===== config.mk =====
export PLATFORM = sky130hd
export DESIGN_NAME = seq_shift_add_multiplier
export DESIGN_NICKNAME = d
export VERILOG_FILES = /design/src/rtl/seq_shift_add_multiplier_pkg.sv /design/src/rtl/cascade_adder.sv /design/src/rtl/seq_shift_add_multiplier.sv
export SDC_FILE = /design/constraint.sdc
export NUM_CORES = 1
export LEC_CHECK = 0
export ABC_AREA = 1
export BUFFER_PORTS_ARGS = -buffer_cell sky130_fd_sc_hd__buf_2
export CAP_MARGIN = 20
export CORE_UTILIZATION = 58
export DETAILED_ROUTE_END_ITERATION = 10
export PLACE_DENSITY = 0.85
export SYNTH_ARGS = -nofsm -noshare
export SYNTH_HDL_FRONTEND = slang
export SYNTH_SLANG_ARGS = --single-unit
export TNS_END_PERCENT = 50

===== constraint.sdc =====
create_clock -name clk -period 4.3 [get_ports clk]
set_input_delay 0.86 -clock clk [delete_from_list [all_inputs] [get_ports clk]]
set_output_delay 0.86 -clock clk [all_outputs]
set_load 0.005 [all_outputs]

===== src/rtl/seq_shift_add_multiplier_pkg.sv =====
// Shared types and helpers for the sequential shift-and-add multiplier.
package seq_shift_add_multiplier_pkg;

  // Controller states; encoding 2'd3 is unused and recovers to StIdle.
  typedef enum logic [1:0] {
    StIdle = 2'd0,
    StRun  = 2'd1,
    StDone = 2'd2
  } state_e;

  // Step counter width: one extra bit above clog2 so SIZE itself is representable.
  function automatic int unsigned cnt_width(input int unsigned size);
    return $clog2(size) + 1;
  endfunction

endpackage


===== src/rtl/cascade_adder.sv =====
// Ripple-carry adder: sum/carry-out of a + b + carry-in, one full-adder cell per bit.
module cascade_adder #(
  parameter int unsigned SIZE = 4
) (
  input  logic [SIZE-1:0] a,
  input  logic [SIZE-1:0] b,
  input  logic            c,
  output logic [SIZE-1:0] sum,
  output logic            k
);

  // Carry ripples LSB to MSB through a local variable to keep the chain acyclic.
  always_comb begin
    logic cy;
    sum = '0;
    cy  = c;
    for (int i = 0; i < int'(SIZE); i++) begin
      sum[i] = a[i] ^ b[i] ^ cy;
      cy     = (a[i] & b[i]) | (cy & (a[i] ^ b[i]));
    end
    k = cy;
  end

endmodule


===== src/rtl/seq_shift_add_multiplier.sv =====
// Unsigned sequential shift-and-add multiplier: p = a * b, one partial product per cycle.
module seq_shift_add_multiplier
  import seq_shift_add_multiplier_pkg::*;
#(
  parameter int unsigned SIZE = 4
) (
  input  logic              clk,
  input  logic              rst,
  input  logic              start,
  input  logic [SIZE-1:0]   a,
  input  logic [SIZE-1:0]   b,
  output logic              busy,
  output logic              done,
  output logic [2*SIZE-1:0] p
);

  localparam int unsigned     CntW     = cnt_width(SIZE);
  localparam logic [CntW-1:0] LastStep = CntW'(SIZE - 1);

  state_e              state_q, state_d;
  logic [SIZE-1:0]     m_q, m_d;
  logic [SIZE-1:0]     acc_q, acc_d;
  logic [SIZE-1:0]     q_q, q_d;
  logic [CntW-1:0]     cnt_q, cnt_d;
  logic [2*SIZE-1:0]   p_q, p_d;

  logic [SIZE-1:0]     add_b;
  logic [SIZE-1:0]     sum;
  logic                k;
  logic [2*SIZE-1:0]   shifted;

  // Partial product: add the multiplicand only when the current multiplier bit is set.
  always_comb begin
    add_b = q_q[0] ? m_q : '0;
  end

  cascade_adder #(
    .SIZE (SIZE)
  ) u_adder (
    .a   (acc_q),
    .b   (add_b),
    .c   (1'b0),
    .sum (sum),
    .k   (k)
  );

  // Right shift of {k, sum, q}: carry lands in the top of acc, q[0] is consumed.
  always_comb begin
    shifted = {k, sum, q_q[SIZE-1:1]};
  end

  // Next-state, datapath updates and outputs.
  always_comb begin
    state_d = state_q;
    m_d     = m_q;
    acc_d   = acc_q;
    q_d     = q_q;
    cnt_d   = cnt_q;
    p_d     = p_q;
    busy    = 1'b0;
    done    = 1'b0;

    case (state_q)
      StIdle: begin
        if (start) begin
          m_d     = a;
          q_d     = b;
          acc_d   = '0;
          cnt_d   = '0;
          state_d = StRun;
        end
      end
      StRun: begin
        busy  = 1'b1;
        acc_d = shifted[2*SIZE-1:SIZE];
        q_d   = shifted[SIZE-1:0];
        cnt_d = cnt_q + 1'b1;
        if (cnt_q == LastStep) begin
          p_d     = shifted;
          state_d = StDone;
        end
      end
      StDone: begin
        busy    = 1'b1;
        done    = 1'b1;
        state_d = StIdle;
      end
      default: begin
        state_d = StIdle;
      end
    endcase
  end

  // State and datapath registers; reset clears everything, including the held product.
  always_ff @(posedge clk) begin
    if (rst) begin
      state_q <= StIdle;
      m_q     <= '0;
      acc_q   <= '0;
      q_q     <= '0;
      cnt_q   <= '0;
      p_q     <= '0;
    end else begin
      state_q <= state_d;
      m_q     <= m_d;
      acc_q   <= acc_d;
      q_q     <= q_d;
      cnt_q   <= cnt_d;
      p_q     <= p_d;
    end
  end

  assign p = p_q;

endmodule


==> qor.csv, run 1 <==
metric,value,unit
run status,completed,
starting density of the core,61.6,%
maximum level of the CTS H-tree,1,
hold-fix buffers at CTS,0,
maximum VDD drop,0.000224,V
post-synthesis cell type with the largest combined area,dfxtp_1,
fraction of post-synthesis cell area in the top cell type by area,41.8,%
number of cells upsized or downsized after cts,0,
fraction of the cycle the final worst path needs,52.6,%
fill count,179,
signed area change from the synthesized netlist to the final layout,10.3,%
number of antenna repair diodes,0,
root cell of the clock tree,clkbuf_4,
Hold Path Class,reg -> reg,
setup repair after global routing missed its margin,no,
gate count after technology mapping,161,
critical path launch point type,register,
total track usage,24.6,%
clk slew on worst S/H paths,0.14,ns
"top library cells by usage in the layout, fill and taps aside","33 x nor2_1, 28 x nand2_1, 25 x dfxtp_1",
CTS Buf Count,3,
first-pass iteration count of the detailed router,4,
number of antenna violations at the first check in global routing,0,
final count of pins violating max slew,0,
number of global-route vias before repair,931,
number of hold violations in the final report,0,
Tightest Pin Transition,0.539,ns
Worst Path Max Fanout,5,
clock insertion delay at the later pin of the skew report,0.32,ns
# Post-CTS Setup Buffers,0,
total core area,0.00194,mm²
Yosys Warn Count,0,
minimum setup slack among reg-to-reg paths,2.04,ns
CTS max path bufs,2,
Arrival @ worst endpoint,2.52,ns
data required time of the critical path,4.56,ns
shortest period the worst path allows,2.26,ns
Detail Route Antenna Nets,0,
synthesized area,0.00120,mm²
total I/O pin count,21,
RePlAce Congestion,0.831,
wire length of the first global-routing pass,3860,µm
Port Buffer Count,20,
worst clock skew,0.00178,ns
wire length per cell,11.2,µm
drt drc,0,
power density of the placed cells,311,mW/mm²
"leading cell type in the layout, fill and taps excluded",nor2_1,
setup_tns,0,ns
std cell rows,16,
Die Span X,47.4,µm
proportion of synthesized chip area in sequential cells,41.8,%
max-cap violation count,0,
clock sink total,25,
Die Area,0.00225,mm²
clock tree from TritonCTS,yes,
remaining global-route overflow,0,
via count,1055,
Slew HR,64.1,%
mean cell area of the mapped netlist,7.43,µm²
fraction of layout instances using a drive strength above 1,16.7,%
peak clock frequency supported by timing,442,MHz
Syn Nets,181,
post-DP HPWL,1690,µm
number of DRC violations after detailed-routing iteration 0,32,
number of vias per cell,5.10,
"Distinct cells, synth",17,
largest net degree at the start of global routing,18,
Crit. End Element,register,
cell types occupying the most area after synthesis,"dfxtp_1 42%, nor2_1 10%, nand2_1 8.8%, ha_1 6.3%, nand3_1 5.4%",
Setup-failing EPs final,0,
Die Y-Extent,47.4,µm
area of all placed cells without fillers,0.00132,mm²
"wirelength, routed",2330,µm
Layout Nets,201,
Crit Path Class,reg -> reg,
leakage power,0.656,nW
flip-flop and latch count after synthesis,25,
Post-DP Area,0.00129,mm²
==> flip-flops by register name, summed over array words and instances (netlist names) <==
signal,flops
p,8
m_q,4
state_q,2
cnt_q,3
q_q,4
acc_q,4
==> cell families after synthesis <==
family          share of synthesized area, %
compound gates                          9.20
flops                                   41.8
simple gates                            28.0
fa+ha+maj                               11.3
buf+inv                                 9.62
==> cells in the mapped netlist <==
| cell type | count |
|---|---|
| nor2_1 | 33 |
| nand2_1 | 28 |
| dfxtp_1 | 25 |
| inv_1 | 17 |
| nand3_1 | 13 |
| a21oi_1 | 9 |
| o21ai_0 | 8 |
| ha_1 | 6 |
| o21ai_1 | 5 |
| buf_4 | 3 |
| fa_1 | 3 |
| nand2_2 | 3 |
| nand3b_1 | 3 |
| inv_2 | 2 |
| buf_2 | 1 |
| buf_6 | 1 |
| clkinv_2 | 1 |
==> per-stage QoR <==
| stage | worst slack, ns | util [%] | std cells | power, mW | hold slack (ns) |
|---|---|---|---|---|---|
| final | 2.04 | 67.9 | 207 | 0.410 | 0.492 |
| after global routing | 1.96 | 67.9 | 207 | 0.433 | 0.508 |
| after CTS | 2.04 | 67.9 | 207 | 0.411 | 0.494 |
| after detailed placement | 2.07 | 66.5 | 203 | 0.310 | 0.467 |
| after global placement | 2.15 | 66.5 | 203 | 0.306 | 0.457 |
| after floorplan | 2.21 | - | 161 | 0.296 | 0.455 |
==> power by group <==
part,switching [mW],internal (mW)
sequential,0.00638,0.241
combinational,0.0373,0.0203
clock,0.0705,0.0348
==> worst max-delay path, cell delays in order (launching register included) <==
cell	delay, ns
dfxtp_1	0.37
nand2_1	0.07
inv_1	0.04
ha_1	0.18
fa_1	0.39
fa_1	0.37
inv_1	0.08
fa_1	0.40
inv_1	0.08
nand3_1	0.07
a21oi_1	0.16
==> path summary, 6_finish.rpt <==
kind | startpoint | end | depth (start not counted)
setup / recovery | q_q[0] | acc_q[2] | 10
hold / removal | p[6] | p[6] | 2
setup reg to reg | q_q[0] | acc_q[2] | 10
hold reg to reg | p[6] | p[6] | 2
==> cell type report <==
cell class | count | area, µm² | share of cell area (%)
multi-input combinational | 111 | 581 | 44.0
sequential | 25 | 500 | 38.0
timing repair buffer | 20 | 100 | 7.59
inverter | 20 | 76.3 | 5.79
tap | 27 | 33.8 | 2.56
clock buffer | 3 | 22.5 | 1.71
clock inverter | 1 | 5.00 | 0.380
==> layer usage <==
layer	track usage [%]	vias up	wire (µm)
li1	-	543	-
met1	30.1	477	1060
met2	42.5	31	1120
met3	4.91	4	115
met4	9.14	0	21
met5	0	-	0
Power figures use the tool's default switching activity.
==> run 2, diff against run 1 <==
--- a/config.mk
+++ b/config.mk
@@ -5,12 +5,12 @@
 export SDC_FILE = /design/constraint.sdc
 export NUM_CORES = 1
 export LEC_CHECK = 0
-export ABC_AREA = 1
+export ABC_AREA = 0
 export BUFFER_PORTS_ARGS = -buffer_cell sky130_fd_sc_hd__buf_2
 export CAP_MARGIN = 20
-export CORE_UTILIZATION = 58
+export CORE_UTILIZATION = 55
 export DETAILED_ROUTE_END_ITERATION = 10
-export PLACE_DENSITY = 0.85
+export PLACE_DENSITY = 0.81
 export SYNTH_ARGS = -nofsm -noshare
 export SYNTH_HDL_FRONTEND = slang
 export SYNTH_SLANG_ARGS = --single-unit
==> constraint.sdc (replaced) <==
create_clock -name clk -period 2.2 [get_ports clk]
set_input_delay 0.44 -clock clk [delete_from_list [all_inputs] [get_ports clk]]
set_output_delay 0.44 -clock clk [all_outputs]
set_load 0.005 [all_outputs]
==> qor.csv, run 2 <==
metric,value,unit
maximum VDD drop,0.000344,V
switching fraction of total power,28.4,%
"wirelength, routed",2490,µm
number of vias per cell,5.61,
RePlAce Congestion,0.802,
Hold Path Class,in -> reg,
clock tree from TritonCTS,yes,
Die Area,0.00258,mm²
most frequent cells after synthesis,"26 x nand2_1, 25 x dfxtp_1, 16 x a21oi_1, 8 x nor2_1, 7 x a211oi_2",
Arrival @ worst endpoint,2.46,ns
Die Y-Extent,50.8,µm
Syn Nets,159,
data required time of the critical path,2.45,ns
area taken by flip-flops and latches,502,µm²
proportion of synthesized chip area in sequential cells,38.2,%
Multi-input gate area,723,µm²
Layout Nets,181,
number of enable-type register cells in the synthesized netlist,0,
starting density of the core,58.7,%
list of cells traversed by the critical path,and2_4 > ha_4 > fa_2 > fa_2 > inv_2 > fa_1 > nand2_1 > o211ai_1 > a21oi_1,
largest net degree at the start of global routing,26,
std cell rows,17,
CTS max path bufs,2,
drt drc,0,
CTS Buf Count,3,
cell-internal power,612,µW
wire length per cell,13.3,µm
share of synthesized flip-flops with an asynchronous set or reset,0,%
total core area,0.00223,mm²
number of global-route vias before repair,950,
post-synthesis cell type with the largest combined area,dfxtp_1,
setup repair after global routing missed its margin,yes,
clock insertion delay at the later pin of the skew report,0.31,ns
Max stage delay on crit path,0.42,ns
number of DRC violations after detailed-routing iteration 0,10,
"leading cell type in the layout, fill and taps excluded",nand2_1,
Setup-failing EPs final,2,
share of total power in sequential cells,57.1,%
shortest period the worst path allows,2.21,ns
combinational group share of total power,18.6,%
Crit Path Class,reg -> reg,
number of hold violations in the final report,0,
dominant synthesized flop cell,dfxtp_1,
cell types occupying the most area after synthesis,"dfxtp_1 38%, nand2_1 7.4%, a211oi_2 6.7%, a21oi_1 6.1%, ha_1 5.7%",
sw power,243,µW
fraction of post-synthesis cell area in the top cell type by area,38.2,%
number of antenna repair diodes,0,
synthesized area,0.00131,mm²
leakage power,0.568,nW
Crit path top cell by count,fa_2,
Tightest Pin Transition,0.563,ns
run status,finished with violations,
signed area change from the synthesized netlist to the final layout,11.2,%
hold-fix buffers at CTS,0,
Slew HR,62.4,%
root cell of the clock tree,clkbuf_4,
leading cell type by number of instances after synthesis,nand2_1,
via count,1054,
power density of the placed cells,587,mW/mm²
setup_tns,-0.00967,ns
Clock power frac,24.3,%
critical path launch point type,register,
first-pass iteration count of the detailed router,5,
Worst Path Max Fanout,3,
"Distinct cells, synth",31,
wire length of the first global-routing pass,4240,µm
total track usage,22.0,%
combined buffer and inverter count along the critical path,1,
Final Worst Setup Slack,-0.00763,ns
clk slew on worst S/H paths,0.14,ns
gate count after technology mapping,139,
peak clock frequency supported by timing,453,MHz
violated checks,setup timing,
Design Power,856,µW
clock sink total,25,
total I/O pin count,21,
cell family with most CP delay,adder cells,
remaining global-route overflow,0,
mean cell area of the mapped netlist,9.43,µm²
"top library cells by usage in the layout, fill and taps aside","26 x nand2_1, 24 x dfxtp_1, 20 x buf_2",
fraction of the cycle the final worst path needs,100,%
Die Span X,50.8,µm
number of flip-flops in the largest register,8,
flip-flop and latch count after synthesis,25,
maximum level of the CTS H-tree,1,
fraction of layout instances using a drive strength above 1,30.0,%
fill count,187,
Port Buffer Count,20,
worst clock skew,0.00402,ns
post-DP HPWL,1820,µm
Yosys Warn Count,0,
Detail Route Antenna Nets,0,
final count of pins violating max slew,0,
cell at the slowest stage of the critical path,fa_1,
Crit. End Element,register,
max-cap violation count,0,
number of antenna violations at the first check in global routing,0,
-- run 2: changes by cell type after synthesis, moves of 7 or more --
cell	previous run	this run
o21ai_0	8	0
inv_1	17	5
nand3_1	13	4
a211oi_2	0	7
a21oi_1	9	16
nor2_1	33	8
-- run 2: cells by family after synthesis --
family                   share of synthesized area [%]
XOR/XNOR                                         0.668
flip-flops                                        38.2
adder cells (fa/ha/maj)                           10.3
AND/OR/NAND/NOR                                   14.2
buffers and inverters                             8.21
AO/OA/AOI/OAI                                     21.4
multiplexers                                      7.06
-- run 2: through the flow --
step	hold WS (ns)	util (%)	area, µm²	cells	worst slack, ns
global route	0.368	65.3	1460	188	-0.0871
CTS	0.371	65.3	1460	188	-0.0194
global placement	0.442	62.7	1400	183	-0.0214
detailed placement	0.449	62.7	1400	183	-0.0845
floorplan	0.429	-	1310	139	0.00734
finish	0.381	65.3	1460	188	-0.00763
-- run 2: worst paths after layout --
| check | startpoint | end | slack (ns) | depth (start not counted) |
|---|---|---|---|---|
| max | m_q[0] | acc_q[2] | -0.008 | 9 |
| min | a[3] | m_q[3] | 0.38 | 3 |
| max reg2reg | m_q[0] | acc_q[2] | -0.008 | 9 |
| min reg2reg | p[4] | p[4] | 0.46 | 2 |
-- run 2: cell type report --
| type | count | area share (%) |
|---|---|---|
| inverters | 6 | 1.55 |
| flip-flops and latches | 25 | 34.4 |
| well taps | 28 | 2.40 |
| clock buffers | 3 | 1.55 |
| clock inverters | 1 | 0.515 |
| repair buffers | 26 | 9.96 |
| multi-input cells | 99 | 49.6 |
-- run 2: per-layer routing --
layer  track usage (%)  wire length (µm)
met1              28.0              1160
met2              38.4              1250
met3              1.79                57
met4              8.33                28
met5                 0                 0
-- run 2: repair_timing --
action	CTS	global route
gates cloned	0	0
setup buffers	1	0
resized for setup	6	0
endpoints found under the setup margin	2	2
pin swaps	5	1
-- run 2: power by group through the flow --
stage | logic, mW | registers (mW) | clock network (mW)
6_report | 0.159 | 0.488 | 0.208
5_1_grt | 0.175 | 0.491 | 0.233
4_1_cts | 0.159 | 0.489 | 0.218
3_5_place_dp | 0.155 | 0.498 | 0
3_3_place_gp | 0.149 | 0.496 | 0
2_1_floorplan | 0.127 | 0.494 | 0
-- run 2: worst min-delay path, delay by kind of cell --
| kind | cells | cell delay (ns) |
|---|---|---|
| compound gates | 1 | 0.06 |
| buf+inv | 1 | 0.10 |
| simple gates | 1 | 0.07 |
==> run 3, diff against run 2 <==
--- a/config.mk
+++ b/config.mk
@@ -8,9 +8,9 @@
 export ABC_AREA = 0
 export BUFFER_PORTS_ARGS = -buffer_cell sky130_fd_sc_hd__buf_2
 export CAP_MARGIN = 20
-export CORE_UTILIZATION = 55
+export CORE_UTILIZATION = 45
 export DETAILED_ROUTE_END_ITERATION = 10
-export PLACE_DENSITY = 0.81
+export PLACE_DENSITY = 0.69
 export SYNTH_ARGS = -nofsm -noshare
 export SYNTH_HDL_FRONTEND = slang
 export SYNTH_SLANG_ARGS = --single-unit
==> qor.csv, run 3 (synthesis results as in run 2) <==
metric,value,unit
run status,finished with violations,
violated checks,setup timing,
Final Worst Setup Slack,-0.00638,ns
combined buffer and inverter count along the critical path,2,
Layout Nets,179,
number of vias per cell,5.47,
std cell rows,19,
hold-fix buffers at CTS,0,
setup repair after global routing missed its margin,yes,
number of antenna repair diodes,0,
Design Power,849,µW
first-pass iteration count of the detailed router,6,
wire length of the first global-routing pass,4370,µm
total track usage,17.4,%
number of global-route vias before repair,998,
starting density of the core,47.5,%
number of flip-flops in the largest register,8,
Arrival @ worst endpoint,2.46,ns
critical path launch point type,register,
Tightest Pin Transition,0.539,ns
leakage power,0.561,nW
fill count,267,
clock tree from TritonCTS,yes,
final count of pins violating max slew,0,
number of DRC violations after detailed-routing iteration 0,49,
fraction of layout instances using a drive strength above 1,29.1,%
depth of the worst hold-timing path,3,
clock insertion delay at the later pin of the skew report,0.32,ns
cell at the slowest stage of the critical path,fa_1,
root cell of the clock tree,clkbuf_4,
"leading cell type in the layout, fill and taps excluded",nand2_1,
# Post-CTS Setup Buffers,0,
Crit Path Class,reg -> reg,
Detail Route Antenna Nets,0,
worst clock skew,0.00218,ns
list of cells traversed by the critical path,and2_4 > ha_2 > fa_2 > fa_2 > inv_2 > fa_1 > buf_4 > a211oi_2,
total I/O pin count,21,
Die Y-Extent,56.0,µm
number of antenna violations at the first check in global routing,0,
Worst Path Max Fanout,3,
Crit Reg-Reg Endpoint,p[6],
wire length per cell,13.4,µm
max-cap violation count,0,
clk slew on worst S/H paths,0.14,ns
maximum VDD drop,0.000372,V
"wirelength, routed",2530,µm
Port Buffer Count,20,
Hold Path Class,in -> reg,
Die Area,0.00313,mm²
minimum setup slack among reg-to-reg paths,-0.006,ns
total core area,0.00276,mm²
"top library cells by usage in the layout, fill and taps aside","26 x nand2_1, 24 x dfxtp_1, 20 x buf_2",
via count,1033,
worst hold path startpoint,a[2],
drt drc,0,
Setup-failing EPs final,2,
data required time of the critical path,2.45,ns
Crit path top cell by count,fa_2,
FF-to-FF path depth,8,
maximum level of the CTS H-tree,1,
peak clock frequency supported by timing,453,MHz
number of hold violations in the final report,0,
CTS Buf Count,3,
Slew HR,64.1,%
CTS max path bufs,2,
cell family with most CP delay,adder cells,
final core utilization,52.0,%
power density of the placed cells,592,mW/mm²
RePlAce Congestion,0.851,
shortest period the worst path allows,2.21,ns
Crit. End Element,register,
fraction of the cycle the final worst path needs,100,%
post-DP HPWL,1830,µm
Max stage delay on crit path,0.43,ns
remaining global-route overflow,0,
Die Span X,56.0,µm
signed area change from the synthesized netlist to the final layout,9.35,%
largest net degree at the start of global routing,26,
start of the worst register-to-register path,m_q[0],
clock sink total,25,
end of the worst hold path,m_q[2],
-- run 3: how the worst max path moves through the flow --
stage | from | end | slack [ns] | cells past startpoint
global route | q_q[0] | p[6] | -0.12 | 8
global placement | m_q[0] | p[6] | -0.03 | 8
finish | m_q[0] | p[6] | -0.006 | 8
CTS | q_q[0] | p[6] | -0.03 | 8
floorplan | q_q[0] | acc_q[2] | 0.007 | 9
detailed placement | m_q[0] | p[6] | -0.10 | 8
-- run 3: layer usage --
layer | share of wire (%) | track usage, % | vias up
met5 | 0 | 0 | -
met4 | 0.71 | 4.88 | 0
met3 | 3.5 | 2.79 | 2
met2 | 48 | 29.3 | 18
met1 | 47 | 23.0 | 497
li1 | - | - | 516
-- run 3: cell type report --
cell class	instances	area [µm²]	area share (%)
sequential	25	502	35.0
multi-input combinational	99	713	49.7
inverter	6	22.5	1.57
tap	31	38.8	2.71
clock inverter	1	5.00	0.349
timing repair buffer	24	130	9.08
clock buffer	3	22.5	1.57
-- run 3: where the power goes --
part	internal [mW]	switching, mW
registers	0.473	0.0153
logic	0.0656	0.0881
clock network	0.0682	0.139
-- run 3: through the flow --
step	std cells	cell area, µm²	worst slack (ns)	setup TNS (ns)	hold WS [ns]
6_report	189	1430	-0.00638	-0.00809	0.366
5_1_grt	189	1430	-0.122	-0.231	0.365
4_1_cts	189	1430	-0.0314	-0.0607	0.373
3_5_place_dp	185	1400	-0.104	-0.192	0.448
3_3_place_gp	185	1400	-0.0257	-0.0412	0.443
2_1_floorplan	139	1310	0.00734	0	0.429
-- run 3: worst min-delay path, stage by stage --
cell and delay (ns):
buf_2 0.09, nand3_1 0.07, a21oi_1 0.06
-- run 3: timing repair --
item	4_1_cts	5_1_grt
pin swaps	1	1
gates resized for setup	5	0
setup endpoints to repair	2	2
